[config.mk]
export PLATFORM = sky130hd
export DESIGN_NAME = router_arbiter
export DESIGN_NICKNAME = d
export VERILOG_FILES = /design/src/rtl/router_arbiter.sv
export SDC_FILE = /design/constraint.sdc
export NUM_CORES = 1
export LEC_CHECK = 0
export CORE_AREA = 2 2 52 73
export CTS_CLUSTER_SIZE = 12
export DETAILED_ROUTE_END_ITERATION = 10
export DIE_AREA = 0 0 54 75
export PLACE_DENSITY = 0.77
export RECOVER_POWER = 50
export SYNTH_ARGS = -nofsm -noshare
export SYNTH_HDL_FRONTEND = slang
export SYNTH_SLANG_ARGS = --single-unit
[constraint.sdc]
create_clock -name clock -period 2.8 [get_ports clock]
set_clock_uncertainty 0.1 [all_clocks]
set_input_delay 0.28 -clock clock [delete_from_list [all_inputs] [get_ports clock]]
set_output_delay 0.28 -clock clock [all_outputs]
set_load 0.02 [all_outputs]
[src/rtl/router_arbiter.sv]
// Three-channel frame arbiter sharing one data bus, fixed-priority or round-robin.
// Optional statistics counters enabled by defining ROUTER_ARB_STATS_EN.
module router_arbiter #(
    parameter int DATA_W = 12,
    parameter int CNT_W  = 16
) (
    input  logic              clock,
    input  logic              reset,
    input  logic              mode,
    input  logic [2:0]        req,
    input  logic [DATA_W-1:0] data_a,
    input  logic [DATA_W-1:0] data_b,
    input  logic [DATA_W-1:0] data_c,
    input  logic              full,
    output logic [2:0]        ack,
    output logic [DATA_W-1:0] bus_data,
    output logic              bus_valid,
    output logic [1:0]        source,
    output logic              busy
`ifdef ROUTER_ARB_STATS_EN
    ,
    output logic [CNT_W-1:0]  grant_cnt_a,
    output logic [CNT_W-1:0]  grant_cnt_b,
    output logic [CNT_W-1:0]  grant_cnt_c,
    output logic [CNT_W-1:0]  stall_cnt
`endif
);

    typedef enum logic [1:0] {IDLE, GRANT, STALL} state_t;

    state_t            state_reg;
    logic [2:0]        ack_reg;
    logic [DATA_W-1:0] bus_data_reg;
    logic              bus_valid_reg;
    logic [1:0]        source_reg;
    logic [1:0]        ptr_reg;

    logic [2:0]        eligible;
    logic [1:0]        grant_idx;
    logic              grant_any;
    logic              grant;
    logic [DATA_W-1:0] data_sel;

    // A channel acked last cycle still shows req high, so the live ack doubles as the mask.
    assign eligible = req & ~ack_reg;
    assign grant    = grant_any && !full;

    always_comb begin
        grant_idx = 2'd0;
        grant_any = 1'b0;
        if (mode == 1'b0) begin
            for (int k = 2; k >= 0; k--) begin
                if (eligible[2'(k)]) begin
                    grant_idx = 2'(k);
                    grant_any = 1'b1;
                end
            end
        end else begin
            // Descending offset so the channel nearest after the pointer wins.
            for (int k = 3; k >= 1; k--) begin
                if (eligible[2'((int'(ptr_reg) + k) % 3)]) begin
                    grant_idx = 2'((int'(ptr_reg) + k) % 3);
                    grant_any = 1'b1;
                end
            end
        end
    end

    always_comb begin
        case (grant_idx)
            2'd0:    data_sel = data_a;
            2'd1:    data_sel = data_b;
            default: data_sel = data_c;
        endcase
    end

    always_ff @(posedge clock) begin
        if (reset) begin
            state_reg     <= IDLE;
            ack_reg       <= 3'b000;
            bus_valid_reg <= 1'b0;
            bus_data_reg  <= '0;
            source_reg    <= 2'b00;
            ptr_reg       <= 2'd2;
        end else begin
            ack_reg       <= grant ? (3'b001 << grant_idx) : 3'b000;
            bus_valid_reg <= grant;
            if (grant) begin
                bus_data_reg <= data_sel;
                source_reg   <= grant_idx;
                ptr_reg      <= grant_idx;
            end
            case (state_reg)
                IDLE: begin
                    if (grant)
                        state_reg <= GRANT;
                    else if (full && grant_any)
                        state_reg <= STALL;
                end
                GRANT: begin
                    if (grant)
                        state_reg <= GRANT;
                    else if (full && (req != 3'b000))
                        state_reg <= STALL;
                    else
                        state_reg <= IDLE;
                end
                STALL: begin
                    if (grant)
                        state_reg <= GRANT;
                    else if (req == 3'b000)
                        state_reg <= IDLE;
                end
                default: state_reg <= IDLE;
            endcase
        end
    end

    assign ack       = ack_reg;
    assign bus_data  = bus_data_reg;
    assign bus_valid = bus_valid_reg;
    assign source    = source_reg;
    assign busy      = (state_reg != IDLE);

`ifdef ROUTER_ARB_STATS_EN
    logic [CNT_W-1:0] grant_cnt_reg [3];
    logic [CNT_W-1:0] stall_cnt_reg;

    for (genvar gi = 0; gi < 3; gi++) begin : g_grant_cnt
        always_ff @(posedge clock) begin
            if (reset)
                grant_cnt_reg[gi] <= '0;
            else if (grant && (grant_idx == 2'(gi)) && (grant_cnt_reg[gi] != '1))
                grant_cnt_reg[gi] <= grant_cnt_reg[gi] + CNT_W'(1);
        end
    end

    always_ff @(posedge clock) begin
        if (reset)
            stall_cnt_reg <= '0;
        else if ((state_reg == STALL) && (stall_cnt_reg != '1))
            stall_cnt_reg <= stall_cnt_reg + CNT_W'(1);
    end

    assign grant_cnt_a = grant_cnt_reg[0];
    assign grant_cnt_b = grant_cnt_reg[1];
    assign grant_cnt_c = grant_cnt_reg[2];
    assign stall_cnt   = stall_cnt_reg;
`endif

endmodule
* Word-level counts from Yosys, hierarchy flattened
Cells that the tools add are included.
** Word-level totals
- Register bits after elaboration :: 22
- Bits of input ports :: 43
- Output and inout port bits :: 19
- Logic and storage cells :: 64
** Operators by class
- Add/subtract/negate cells :: 3
- Div/mod/pow operators :: 3
- $lt $le $gt $ge :: 3
- Equality and inequality tests :: 5
- Shifts and indexed selects :: 1
- Mux-type cells :: 29
- Bitwise operators :: 3
- Reduce and logical (&&, ||, !) cells :: 11
** Operators with widths (number)
- modulo 32 x 3 -> 32 bit, second input constant :: 3
- 2-to-1 mux 2 bit :: 12
- case mux 12 bit (2 select lines) :: 1
- less-than comparator 2 x 4 -> 1 bit, second input constant :: 3
- 2-to-1 mux 1 bit :: 12
- adder 2 x 2 -> 3 bit, second input constant :: 2
- binary-select mux 1 bit (select 2 bit) :: 3
- inequality test 3 bit, second input constant :: 2
- case mux 2 bit (3 select lines) :: 1
- == test 2 x 1 -> 1 bit, second input constant :: 2
- logical NOT 2 bit :: 2
- adder 2 x 1 -> 3 bit, second input constant :: 1
- bitwise AND 3 bit :: 1
- logical AND 1 bit :: 3
- logical NOT 3 bit :: 1
- inverter 3 bit :: 1
- nonzero test 3 bit :: 1
- << shifter 1 x 2 -> 3 bit, first input constant :: 1
- == test 2 bit, second input constant :: 1
- AND reduction 2 bit :: 1
- nonzero test 2 bit :: 1
- OR reduction 2 bit :: 1
- logical NOT 1 bit :: 1
- inverter 1 bit :: 1

* Depth between registers and ports, before layout
- Depth after elaboration :: 13
- Mapped depth :: 9
- Depth with buffers taken out :: 7

* Worst setup path before layout
Ideal clock, no wire load.
- Path kind :: reg2reg
- Start point :: reg, netlist name source[0]
- End point :: reg bus_data_reg[0], in the netlist bus_data[0]
- Data arrival time :: 2030 ps
- Data required time :: 2575 ps
- Slack :: 544 ps
- Stages on the path, launching flop included :: 10
- Path buffers :: 2
- Clock period less this slack :: 2256 ps
- Path through :: dfxtp_1 -> inv_1 -> ha_1 -> buf_6 -> or3_1 -> and3_4 -> o41a_2 -> buf_6 -> o21bai_1 -> a31oi_1
** RTL lines
- to (signal assigned) :: line 89 : bus_data_reg <= data_sel;
- to (decl) :: line 33 : logic [DATA_W-1:0] bus_data_reg;

==> run summary <==
Fin Setup TNS -> 0 ns
Most frequent cells in the layout -> clkdlybuf4s50_1 (42), dfxtp_1 (21), dlygate4sd3_1 (19), nand2_1 (16), o21ai_0 (13)
CP max stage cell -> or4b_4
Critical Path Sink -> bus_data[4]
RSZ-0062 raised after global routing -> false
Yosys warning total -> 0
Highest Clock Rate -> 0.399 GHz
Clock power share -> 22.0%
Switching pwr -> 0.306 mW
Die area -> 4050 um^2
Vias in the first global route -> 1400
Fin crit share -> 89.6%
Pint -> 0.604 mW
Most common cell after layout, fill and taps aside -> clkdlybuf4s50_1
Startpoint types -> flop
Synth unique cells -> 45
Endpoints failing setup -> 0
Final HPWL DP -> 2880 um
I/O Pins -> 62
Critical path required time -> 2.84 ns
Fin crit period -> 2.51 ns
Tightest Pin Transition -> 0.515 ns
Cell area after synthesis -> 1350 um^2
Flop pwr share -> 38.6%
Post-CTS resize count -> 0
Mapped Nets -> 199
Final #Nets -> 255
Peak VDD IR -> 238 uV
Gr ovfl total -> 0
CTS Buffer Depth -> 2
Crit path launch -> source[0]
Max-cap violations -> 0
Net Sw Frac -> 33.6%
Remaining DRCs -> 0
Reg2Reg Setup Slack -> 0.29 ns
First-pass GRT wire length -> 6220 um
Crit Path Category -> reg -> reg
Syn Inst Count -> 154
Global placement routability congestion -> 0.798
CTS tree -> yes
Total track usage -> 20.4%
Slew Viols, Final -> 0
CTS buffer count -> 3
Cell count of the worst reg-to-reg path -> 8
Die Wd -> 54 um
Clk Latency, worst-skew pair -> 0.26 ns
Area Overhead vs Synth -> 48.2%
Status -> completed
Combinational share of power -> 39.4%
Die H -> 75 um
Layout cells sized above 1 -> 11.5%
Post-Route WL -> 3980 um
Initial core utilization -> 39.8%
Clk root buf -> clkbuf_8
Starting DRT DRC Count -> 37
Pre-CTS WS -> 0.282 ns
Register area share after synthesis -> 31.3%
Num rows -> 25
First-pass detailed-route iteration total -> 4
Max reg flops -> 12
Clock Pin Slew Worst Setup and Hold Paths -> 0.08 ns
Worst hold path class -> reg -> reg
Fillers -> 326
Origin of the critical flop-to-flop path -> source[0]
Worst-path cell chain -> inv_1 -> ha_1 -> or4b_4 -> o311ai_2 -> o41ai_4 -> buf_4 -> a41oi_1 -> a31oi_1
Worst Path Max Fanout -> 20
Avg Inst Size Synth -> 8.73 um^2
DR vias -> 1475
# diodes -> 0
Crit path DAT -> 2.55 ns
Crit end category -> flop
# hold bufs at CTS -> 0
Power Density -> 457 nW/um^2
Synth Register Bits -> 21
WL/cell -> 16.0 um
PortBufs -> 61
CP peak stage delay -> 0.60 ns
Final worst setup slack -> 0.291 ns
Relative slew margins -> 65.6%
Initial antenna violation count -> 0
Routed Antenna Nets -> 0
Clk sinks -> 21
Largest net degree at the start of global routing -> 22
Leakage power -> 0.742 nW
Via density -> 5.92
H-Tree Depth -> 1
FF-to-FF End -> bus_data[4]
Post-CTS setup buffers -> 0
Core region area -> 3380 um^2
Fin. Hold Viols -> 0
[power groups by stage]
stage | Clock (mW) | Sequential [mW] | Combinational [mW]
after floorplan | 0 | 0.386 | 0.192
after global placement | 0 | 0.357 | 0.356
after detailed placement | 0 | 0.358 | 0.366
after CTS | 0.206 | 0.352 | 0.368
after global routing | 0.222 | 0.354 | 0.383
final | 0.200 | 0.351 | 0.359
[logic make-up (layout without fill, tap and decap cells)]
| logic type | after synthesis | in the layout | share of synthesized area [%] |
|---|---|---|---|
| AOI/OAI and AO/OA | 65 | 65 | 36.7 |
| and+or+nand+nor | 46 | 46 | 20.3 |
| adders and majority gates | 3 | 3 | 2.70 |
| buffers and inverters | 19 | 74 | 9.11 |
| DFF | 21 | 21 | 31.3 |
[synth_stat cells]
cell type	count	share of area (%)
or3_1	2	0.93
or4b_4	1	1.0
o311ai_0	1	0.65
nand3b_1	2	1.1
a21oi_1	3	1.1
buf_2	2	0.74
nand3_1	1	0.37
clkbuf_1	5	1.4
or2_2	1	0.47
o41ai_2	1	1.2
o2111a_1	1	0.84
nand2_1	16	4.5
nand2b_1	5	2.3
nor4_1	1	0.47
nor3_2	1	0.74
nor2b_1	3	1.4
o21a_1	1	0.56
o21bai_1	12	6.7
ha_1	2	1.9
a31oi_1	12	5.6
dfxtp_1	21	31
maj3_2	1	0.84
a211o_1	1	0.65
nor2_1	2	0.56
a211oi_2	1	0.93
o21ai_0	13	4.8
buf_6	4	3.3
buf_1	1	0.28
and4_4	1	0.84
o311ai_2	1	1.2
or3b_2	2	1.3
a41oi_1	12	7.8
nor3_1	4	1.5
a21oi_2	1	0.65
buf_8	1	1.1
inv_1	4	1.1
and2_0	1	0.47
a211oi_1	2	1.1
o2111ai_1	1	0.65
o41a_2	1	0.93
o21ai_4	1	1.2
and4_1	1	0.65
buf_4	2	1.1
nor2_4	1	0.84
and3_4	1	0.84
[layer usage]
layer	GRT usage [%]	vias up	routed length [um]
met5	0	-	0
met4	4.17	0	26
met3	1.39	2	171
met2	39.3	54	2160
met1	24.0	724	1620
li1	-	695	-
[per-stage QoR]
step,hold slack [ns],power [mW],cells,cell area [um^2],util [%]
after floorplan,0.331,0.578,154,1350,-
after global routing,0.406,0.960,249,1990,59.0
after detailed placement,0.366,0.724,245,1950,57.6
after CTS,0.380,0.925,249,1990,59.0
after global placement,0.360,0.714,245,1950,57.6
final,0.374,0.910,249,1990,59.0
[layout make-up]
cell class,instances,area [um^2],share of cell area [%]
Clock buffer,3,41.3,2.07
Clock inverter,1,5.00,0.251
Inverter,4,15.0,0.753
Multi-Input combinational cell,114,813,40.8
Sequential cell,21,420,21.1
Tap cell,40,50.0,2.51
Timing Repair Buffer,66,648,32.5
[worst min-delay path by stage]
stage / startpoint / to / slack [ns] / cells past startpoint
after floorplan: data_c[0] / bus_data[0] / 0.33 / 2
after global placement: source[1] / source[1] / 0.36 / 2
after detailed placement: source[1] / source[1] / 0.37 / 2
after CTS: source[1] / source[1] / 0.38 / 2
after global routing: source[1] / source[1] / 0.41 / 2
final: source[1] / source[1] / 0.37 / 2
[worst max-delay path, delay by kind of cell (launching register included)]
| kind | cells | cell delay [ns] |
|---|---|---|
| buffers and inverters | 2 | 0.31 |
| DFF | 1 | 0.38 |
| AOI/OAI and AO/OA | 4 | 0.57 |
| and+or+nand+nor | 1 | 0.60 |
| adders and majority gates | 1 | 0.42 |
No activity file was read; power rests on OpenSTA's default activity.
